[config.mk]
export PLATFORM = sky130hd
export DESIGN_NAME = alu_mc_flat
export DESIGN_NICKNAME = d
export VERILOG_FILES = /design/src/rtl/alu_mc_if.sv /design/src/rtl/alu_mc.sv /design/src/flat_wrapper.sv
export SDC_FILE = /design/constraint.sdc
export NUM_CORES = 1
export LEC_CHECK = 0
export CAP_MARGIN = 0
export CORE_MARGIN = 1.5
export CORE_UTILIZATION = 52
export DETAILED_ROUTE_END_ITERATION = 12
export PLACE_DENSITY = 0.88
export RECOVER_POWER = 100
export SLEW_MARGIN = 40
export SYNTH_ARGS = -nofsm -noshare
export SYNTH_HDL_FRONTEND = slang
export SYNTH_SLANG_ARGS = --single-unit
[constraint.sdc]
create_clock -name clk -period 2.85 [get_ports clk]
set_input_delay 0.4275 -clock clk [delete_from_list [all_inputs] [get_ports clk]]
set_output_delay 0.4275 -clock clk [all_outputs]
set_load 0.01 [all_outputs]
[src/rtl/alu_mc_if.sv]
// alu_mc request/response bundle: operand request channel, result channel and status.
// The master drives requests and out_ready; the slave returns handshake, result and flags.
interface alu_mc_if #(
  parameter int WIDTH = 16
);
  logic             in_valid;
  logic             in_ready;
  logic [WIDTH-1:0] a;
  logic [WIDTH-1:0] b;
  logic [3:0]       op;
  logic             out_valid;
  logic             out_ready;
  logic [WIDTH-1:0] result;
  logic             zero;
  logic             carry;
  logic             negative;
  logic             overflow;
  logic             busy;

  modport master (
    output in_valid, a, b, op, out_ready,
    input  in_ready, out_valid, result, zero, carry, negative, overflow, busy
  );

  modport slave (
    input  in_valid, a, b, op, out_ready,
    output in_ready, out_valid, result, zero, carry, negative, overflow, busy
  );
endinterface

[src/rtl/alu_mc.sv]
// Multi-cycle ALU (MUL datapath only with ALU_MC_MUL_EN): 1 cycle, shifts b[SHW-1:0] cycles, MUL WIDTH cycles.
// Backpressure: one request in flight; result held in DONE until out_ready, in_ready only in IDLE.
module alu_mc #(
  parameter int WIDTH = 16,
  parameter int SHW   = $clog2(WIDTH)
) (
  input logic     clk,
  input logic     rst_n,
  alu_mc_if.slave bus
);
  localparam int CW = (SHW + 1 > $clog2(WIDTH) + 1) ? SHW + 1 : $clog2(WIDTH) + 1;

  localparam logic [3:0] OP_ADD = 4'h0, OP_SUB = 4'h1, OP_AND = 4'h2, OP_OR  = 4'h3;
  localparam logic [3:0] OP_XOR = 4'h4, OP_NOT = 4'h5, OP_SHL = 4'h6, OP_SHR = 4'h7;
  localparam logic [3:0] OP_EQ  = 4'h8, OP_GT  = 4'h9, OP_SRA = 4'hA;

  typedef enum logic [1:0] {IDLE, EXEC, DONE} state_t;

  state_t           state, state_nxt;
  logic [WIDTH-1:0] res_q, sc_res, sh_res;
  logic             zero_q, carry_q, neg_q, ovf_q;
  logic             sc_c, sc_v, sh_c;
  logic [WIDTH:0]   sum, diff;
  logic [CW-1:0]    cnt;
  logic [3:0]       op_q;
  logic [SHW-1:0]   amt;
  logic             accept, is_shift, go_exec;

  assign accept   = bus.in_valid && (state == IDLE);
  assign amt      = bus.b[SHW-1:0];
  assign is_shift = (bus.op == OP_SHL) || (bus.op == OP_SHR) || (bus.op == OP_SRA);

`ifdef ALU_MC_MUL_EN
  localparam logic [3:0] OP_MUL = 4'hB;
  logic [2*WIDTH-1:0] mcand, prod, prod_nxt;
  logic [WIDTH-1:0]   mplier;
  logic               is_mul;
  assign is_mul   = (bus.op == OP_MUL);
  assign go_exec  = (is_shift && (amt != '0)) || is_mul;
  assign prod_nxt = prod + (mplier[0] ? mcand : '0);
`else
  assign go_exec  = is_shift && (amt != '0);
`endif

  assign bus.in_ready  = (state == IDLE);
  assign bus.out_valid = (state == DONE);
  assign bus.busy      = (state == EXEC);
  assign bus.result    = res_q;
  assign bus.zero      = zero_q;
  assign bus.carry     = carry_q;
  assign bus.negative  = neg_q;
  assign bus.overflow  = ovf_q;

  always_ff @(posedge clk) begin
    if (!rst_n) state <= IDLE;
    else        state <= state_nxt;
  end

  always_comb begin
    state_nxt = state;
    case (state)
      IDLE:    if (accept) state_nxt = go_exec ? EXEC : DONE;
      EXEC:    if (cnt == CW'(1)) state_nxt = DONE;
      DONE:    if (bus.out_ready) state_nxt = IDLE;
      default: state_nxt = IDLE;
    endcase
  end

  // Single-cycle results; shift ops load the unshifted operand here (covers amount 0).
  always_comb begin
    sum    = {1'b0, bus.a} + {1'b0, bus.b};
    diff   = {1'b0, bus.a} - {1'b0, bus.b};
    sc_res = '0;
    sc_c   = 1'b0;
    sc_v   = 1'b0;
    case (bus.op)
      OP_ADD: begin
        sc_res = sum[WIDTH-1:0];
        sc_c   = sum[WIDTH];
        sc_v   = (bus.a[WIDTH-1] == bus.b[WIDTH-1]) && (sum[WIDTH-1] != bus.a[WIDTH-1]);
      end
      OP_SUB: begin
        sc_res = diff[WIDTH-1:0];
        sc_c   = diff[WIDTH];
        sc_v   = (bus.a[WIDTH-1] != bus.b[WIDTH-1]) && (diff[WIDTH-1] != bus.a[WIDTH-1]);
      end
      OP_AND:                 sc_res = bus.a & bus.b;
      OP_OR:                  sc_res = bus.a | bus.b;
      OP_XOR:                 sc_res = bus.a ^ bus.b;
      OP_NOT:                 sc_res = ~bus.a;
      OP_SHL, OP_SHR, OP_SRA: sc_res = bus.a;
      OP_EQ:                  sc_res = {{(WIDTH-1){1'b0}}, (bus.a == bus.b)};
      OP_GT:                  sc_res = {{(WIDTH-1){1'b0}}, (bus.a > bus.b)};
      default:                sc_res = '0;
    endcase
  end

  always_comb begin
    sh_res = res_q;
    sh_c   = 1'b0;
    case (op_q)
      OP_SHL:  begin sh_res = {res_q[WIDTH-2:0], 1'b0};        sh_c = res_q[WIDTH-1]; end
      OP_SHR:  begin sh_res = {1'b0, res_q[WIDTH-1:1]};        sh_c = res_q[0];       end
      OP_SRA:  begin sh_res = {res_q[WIDTH-1], res_q[WIDTH-1:1]}; sh_c = res_q[0];    end
      default: ;
    endcase
  end

  always_ff @(posedge clk) begin
    if (!rst_n) begin
      res_q   <= '0;
      zero_q  <= 1'b0;
      carry_q <= 1'b0;
      neg_q   <= 1'b0;
      ovf_q   <= 1'b0;
      cnt     <= '0;
      op_q    <= '0;
`ifdef ALU_MC_MUL_EN
      mcand   <= '0;
      mplier  <= '0;
      prod    <= '0;
`endif
    end else if (accept) begin
      op_q    <= bus.op;
      cnt     <= CW'(amt);
      res_q   <= sc_res;
      zero_q  <= (sc_res == '0);
      carry_q <= sc_c;
      neg_q   <= sc_res[WIDTH-1];
      ovf_q   <= sc_v;
`ifdef ALU_MC_MUL_EN
      if (is_mul) cnt <= CW'(WIDTH);
      mcand   <= {{WIDTH{1'b0}}, bus.a};
      mplier  <= bus.b;
      prod    <= '0;
`endif
    end else if (state == EXEC) begin
      cnt   <= cnt - CW'(1);
      ovf_q <= 1'b0;
`ifdef ALU_MC_MUL_EN
      if (op_q == OP_MUL) begin
        prod    <= prod_nxt;
        mcand   <= mcand << 1;
        mplier  <= mplier >> 1;
        res_q   <= prod_nxt[WIDTH-1:0];
        carry_q <= |prod_nxt[2*WIDTH-1:WIDTH];
        zero_q  <= (prod_nxt[WIDTH-1:0] == '0);
        neg_q   <= prod_nxt[WIDTH-1];
      end else begin
`else
      begin
`endif
        res_q   <= sh_res;
        carry_q <= sh_c;
        zero_q  <= (sh_res == '0);
        neg_q   <= sh_res[WIDTH-1];
      end
    end
  end
endmodule

[src/flat_wrapper.sv]
// flat-port wrapper written by rule: the top's interface ports become plain ports
module alu_mc_flat 
#(
  parameter int WIDTH = 16,
  parameter int SHW   = $clog2(WIDTH)
)
  (clk, rst_n, bus_in_valid, bus_a, bus_b, bus_op, bus_out_ready, bus_in_ready, bus_out_valid, bus_result, bus_zero, bus_carry, bus_negative, bus_overflow, bus_busy);
  alu_mc_if #(.WIDTH(WIDTH)) bus_i ();
  input logic clk;
  input logic rst_n;
  input wire logic [$bits(bus_i.in_valid)-1:0] bus_in_valid;
  input wire logic [$bits(bus_i.a)-1:0] bus_a;
  input wire logic [$bits(bus_i.b)-1:0] bus_b;
  input wire logic [$bits(bus_i.op)-1:0] bus_op;
  input wire logic [$bits(bus_i.out_ready)-1:0] bus_out_ready;
  output wire logic [$bits(bus_i.in_ready)-1:0] bus_in_ready;
  output wire logic [$bits(bus_i.out_valid)-1:0] bus_out_valid;
  output wire logic [$bits(bus_i.result)-1:0] bus_result;
  output wire logic [$bits(bus_i.zero)-1:0] bus_zero;
  output wire logic [$bits(bus_i.carry)-1:0] bus_carry;
  output wire logic [$bits(bus_i.negative)-1:0] bus_negative;
  output wire logic [$bits(bus_i.overflow)-1:0] bus_overflow;
  output wire logic [$bits(bus_i.busy)-1:0] bus_busy;
  assign bus_i.in_valid = bus_in_valid;
  assign bus_i.a = bus_a;
  assign bus_i.b = bus_b;
  assign bus_i.op = bus_op;
  assign bus_i.out_ready = bus_out_ready;
  assign bus_in_ready = bus_i.in_ready;
  assign bus_out_valid = bus_i.out_valid;
  assign bus_result = bus_i.result;
  assign bus_zero = bus_i.zero;
  assign bus_carry = bus_i.carry;
  assign bus_negative = bus_i.negative;
  assign bus_overflow = bus_i.overflow;
  assign bus_busy = bus_i.busy;
  alu_mc #(.WIDTH(WIDTH), .SHW(SHW)) u_core (.clk(clk), .rst_n(rst_n), .bus(bus_i));
endmodule
==> metrics.txt, run 1 <==
post-synthesis xor/xnor area fraction=0.932%; Synth async-reset ratio=0%; Simple-Gate Fraction of Synth Area=28.4%; Total GRT Usage=77.4%; total gr overflow=73; Max clock buf depth=2; I/O pin count=63; GPL Wtd Cong=1.06; Netlist cell types=77; Setup WS pre-CTS=-1010 ps; initial core utilization=53.9%; Num CTS Buffers=5; DIE HEIGHT=98.0 um; worst ep type=register input; clk root buf=clkbuf_8; post-synthesis sequential area ratio=12.8%; main combinational cell family by area after synthesis=compound AO/OA/AOI/OAI gates; H-Tree Level Count=2; status=did not finish; Synth Area in Adders=14.2%; Run Error=[ERROR GRT-0232] Routing congestion too high. Check the congestion heatmap in the GUI.; Mapped Area=4700 um2; DP HPWL=14.2 mm; largest net degree at the start of global routing=26; Fail Step=5_1_grt; Worst Endpoint after GRT Repair=u_core.bus.zero$_SDFFE_PN0P_/D; Yosys reg bits=30; Sink Count=30; Mapped Cells=679; number of synthesized flops with an enable pin=0; hold_buf cts=0; yosys warns=0; dominant synthesized flop cell=dfxtp_1; IO Port Bufs=62; row count=34; synthesized area per cell=6.92 um2; die width=98.0 um; post-synthesis mux area share=1.55%; Synth Area in Compound Gates=34.0%; Syn Nets=771
==> routing by layer <==
layer | GRT overflow | global-route usage (%)
met5 | 0 | 7.69
met3 | 3 | 59.1
met1 | 1 | 78.5
met4 | 22 | 82.0
met2 | 47 | 94.5
==> what timing repair did <==
item                                    CTS
endpoints found under the setup margin   14
resized for setup                       153
buffers inserted                         28
gates cloned                              1
pin swaps                                46
==> cells by family after synthesis <==
family | Yosys count
simple gates | 264
compound gates | 226
buf+inv | 95
fa+ha+maj | 52
flops | 30
mux | 7
xor+xnor | 5
==> synth_stat cells, types with 12 or more instances <==
cell      count  share of area (%)
nand2_1      77                6.2
a22oi_1      28                4.5
dfxtp_1      30                 13
ha_1         50                 13
inv_1        48                3.8
a21oi_1      47                5.0
nor3_1       21                2.2
clkbuf_1     35                2.8
o21ai_0      32                3.4
nor2_1       68                5.4
nand3_1      16                1.7
a211oi_1     12                1.9
==> stage by stage <==
step / hold WS, ps / instances / setup TNS, ps / utilization (%) / area [um2]
floorplan: 461 / 679 / 0 / - / 4730
CTS: 498 / 1022 / -275 / 85.6 / 7470
detailed placement: 480 / 985 / -10260 / 76.6 / 6680
global placement: 475 / 985 / -8060 / 76.5 / 6670
==> inputs of run 2 (changes only) <==
- CORE_UTILIZATION: 52 -> 40
- PLACE_DENSITY: 0.88 -> default
- PLACE_DENSITY_LB_ADDON: default -> 0.15
- clock period: 2.85 -> 3.7 ns (I/O delays scaled with it)
==> metrics.txt, run 2 <==
most frequent cells in the layout=buf_4 (119), nand2_1 (77), nor2_1 (67); DP HPWL=14.3 mm; post-synthesis sequential area ratio=12.8%; Synth async-reset ratio=0%; nets=920; Yosys reg bits=30; IO Port Bufs=62; dominant synthesized flop cell=dfxtp_1; status=complete, no violations; I/O pin count=63; Slew Limit Fails=0; drt drc=0; flop2flop setup slack=1260 ps; CP Cell Sequence=clkdlybuf4s50_1 > inv_1 > ha_1 > buf_6 > inv_1 > o31ai_1 > buf_4 > a2111o_1 > a31oi_4 > nor3_1 > or4_1 > nor3_2 > nand4_1 > o31ai_2; Hold Path Class=reg2reg; Num CTS Buffers=5; TritonCTS clock tree=done; Synth area leaders=ha_1 (13%), dfxtp_1 (13%), nand2_1 (6.2%); vias post-DR=5902; largest net degree at the start of global routing=26; most frequent cell after synthesis=nand2_1; H-Tree Level Count=2; hold_sp=u_core.op_q[1]$_SDFFE_PN0P_; Layout Utilization=57.4%; synthesized area per cell=6.92 um2; number of synthesized flops with an enable pin=0; total gr overflow=0; layout cells sized above 1=21.0%; multi-input logic area=3860 um2; post-route ant nets=0; Filler cells=1118; Reg area=601 um2; Netlist cell types=77; max_cap viols=0; post-synth top area share=13.3%; Total GRT Usage=28.3%; slowest stage cell on the critical path=or4_1; commonest non-fill, non-tap cell in the layout=buf_4; hold_buf cts=0; CP max FO=11; yosys warns=0; Clk pin slew, worst setup/hold paths=50 ps; crit start category=input port; Syn Nets=771; Top cell by count, worst path=inv_1; DR pass1 iterations=6; Tmin final=3550 ps; core area=11400 um2; CP Class=in2reg; die area=12400 um2; Mapped Area=4700 um2; Pwr Density=257 nW/um2; wire per inst=18.5 um; Synth area leader=ha_1; initial core utilization=41.1%; row count=39; leading cell types by count after synthesis=nand2_1 (77), nor2_1 (68), ha_1 (50), inv_1 (48), a21oi_1 (47); Skew-Pair Late Insertion Delay=280 ps; Slew headroom=46.4%; Max clock buf depth=2; clk root buf=clkbuf_16; initial antenna violation count=0; skew final=6.18 ps; Final Hold Viols=0; Mapped Cells=679; worst slew pin tran=793 ps; post-DR vias/cell=6.07; WHS=494 ps; fin crit share=95.8%; CP Data Arrival Time=3740 ps; max reg flops=15; Worst VDD drop=359 uV; Post-Route WL=18.0 mm; R2R Path Start=u_core.state[1]$_SDFFE_PN0P_; crit end category=flop; DIE HEIGHT=111 um; required time of the critical path=3890 ps; Final setup viols=0; Leak=0.00285 uW; GPL Wtd Cong=0.951; Crit path largest cell delay=520 ps; CP startpoint=bus_b[6]; FMAX=0.282 GHz; first-pass GRT wire length=28.7 mm; number of DRC markers in iteration 0=613; vias in the first global route=5565; die width=111 um; Layout area overhead=39.5%; Sink Count=30; Ant. Diodes=0
[run 2: cell counts after synthesis]
Identical to the previous run, type by type.
[run 2: timing repair]
action                     in CTS  in global routing
setup buffers                   0                  3
setup endpoints to repair       3                  3
resized for setup               4                 30
pin swaps                       0                 11
[run 2: where the power goes]
group          total, uW  switching [uW]  internal (uW)
logic                843             450            393
clock network        450             146            304
registers            388            34.8            353
total               1680             631           1050
[run 2: path summary, 6_finish.rpt]
kind,cells after the start,end
hold reg to reg,2,u_core.op_q[1]$_SDFFE_PN0P_
hold / removal,2,u_core.op_q[1]$_SDFFE_PN0P_
setup reg to reg,7,u_core.bus.zero$_SDFFE_PN0P_
setup / recovery,14,u_core.bus.zero$_SDFFE_PN0P_
[run 2: kinds of logic after synthesis]
family | share of synthesized area, %
AND/OR/NAND/NOR | 28.4
multiplexers | 1.55
XOR/XNOR | 0.932
flip-flops | 12.8
buffers and inverters | 8.18
AO/OA/AOI/OAI | 34.0
adder cells (fa/ha/maj) | 14.2
[run 2: per-layer routing]
layer | wire length (um) | vias to the layer above | GRT usage [%]
met3 | 1150 | 41 | 2.72
li1 | - | 2822 | -
met2 | 8300 | 279 | 47.0
met5 | 0 | - | 0
met1 | 8050 | 2760 | 38.4
met4 | 522 | 0 | 9.96
[run 2: worst max-delay path, delay by kind of cell]
| family | cells | cell delay [ps] |
|---|---|---|
| adders and majority gates | 1 | 330 |
| buffers and inverters | 5 | 940 |
| AOI/OAI and AO/OA | 4 | 970 |
| and+or+nand+nor | 4 | 940 |
[run 2: final cells by class]
type                       instances  area share (%)
inverter                          49            2.81
tap                              143            2.73
timing repair buffer             188            23.8
clock buffer                       8            2.54
sequential                        30            9.17
multi-input combinational        554            58.9
[run 2: stage by stage]
stage,cell area (um2),power (uW),instances,TNS [ps],setup slack (ps)
floorplan,4700,825,679,0,530
global placement,6230,1190,961,-821,-243
detailed placement,6240,1200,961,-1390,-421
CTS,6420,1660,969,0,15.5
global route,6550,1770,972,-12.0,-12.0
finish,6550,1680,972,0,155
Power figures use the tool's default switching activity.
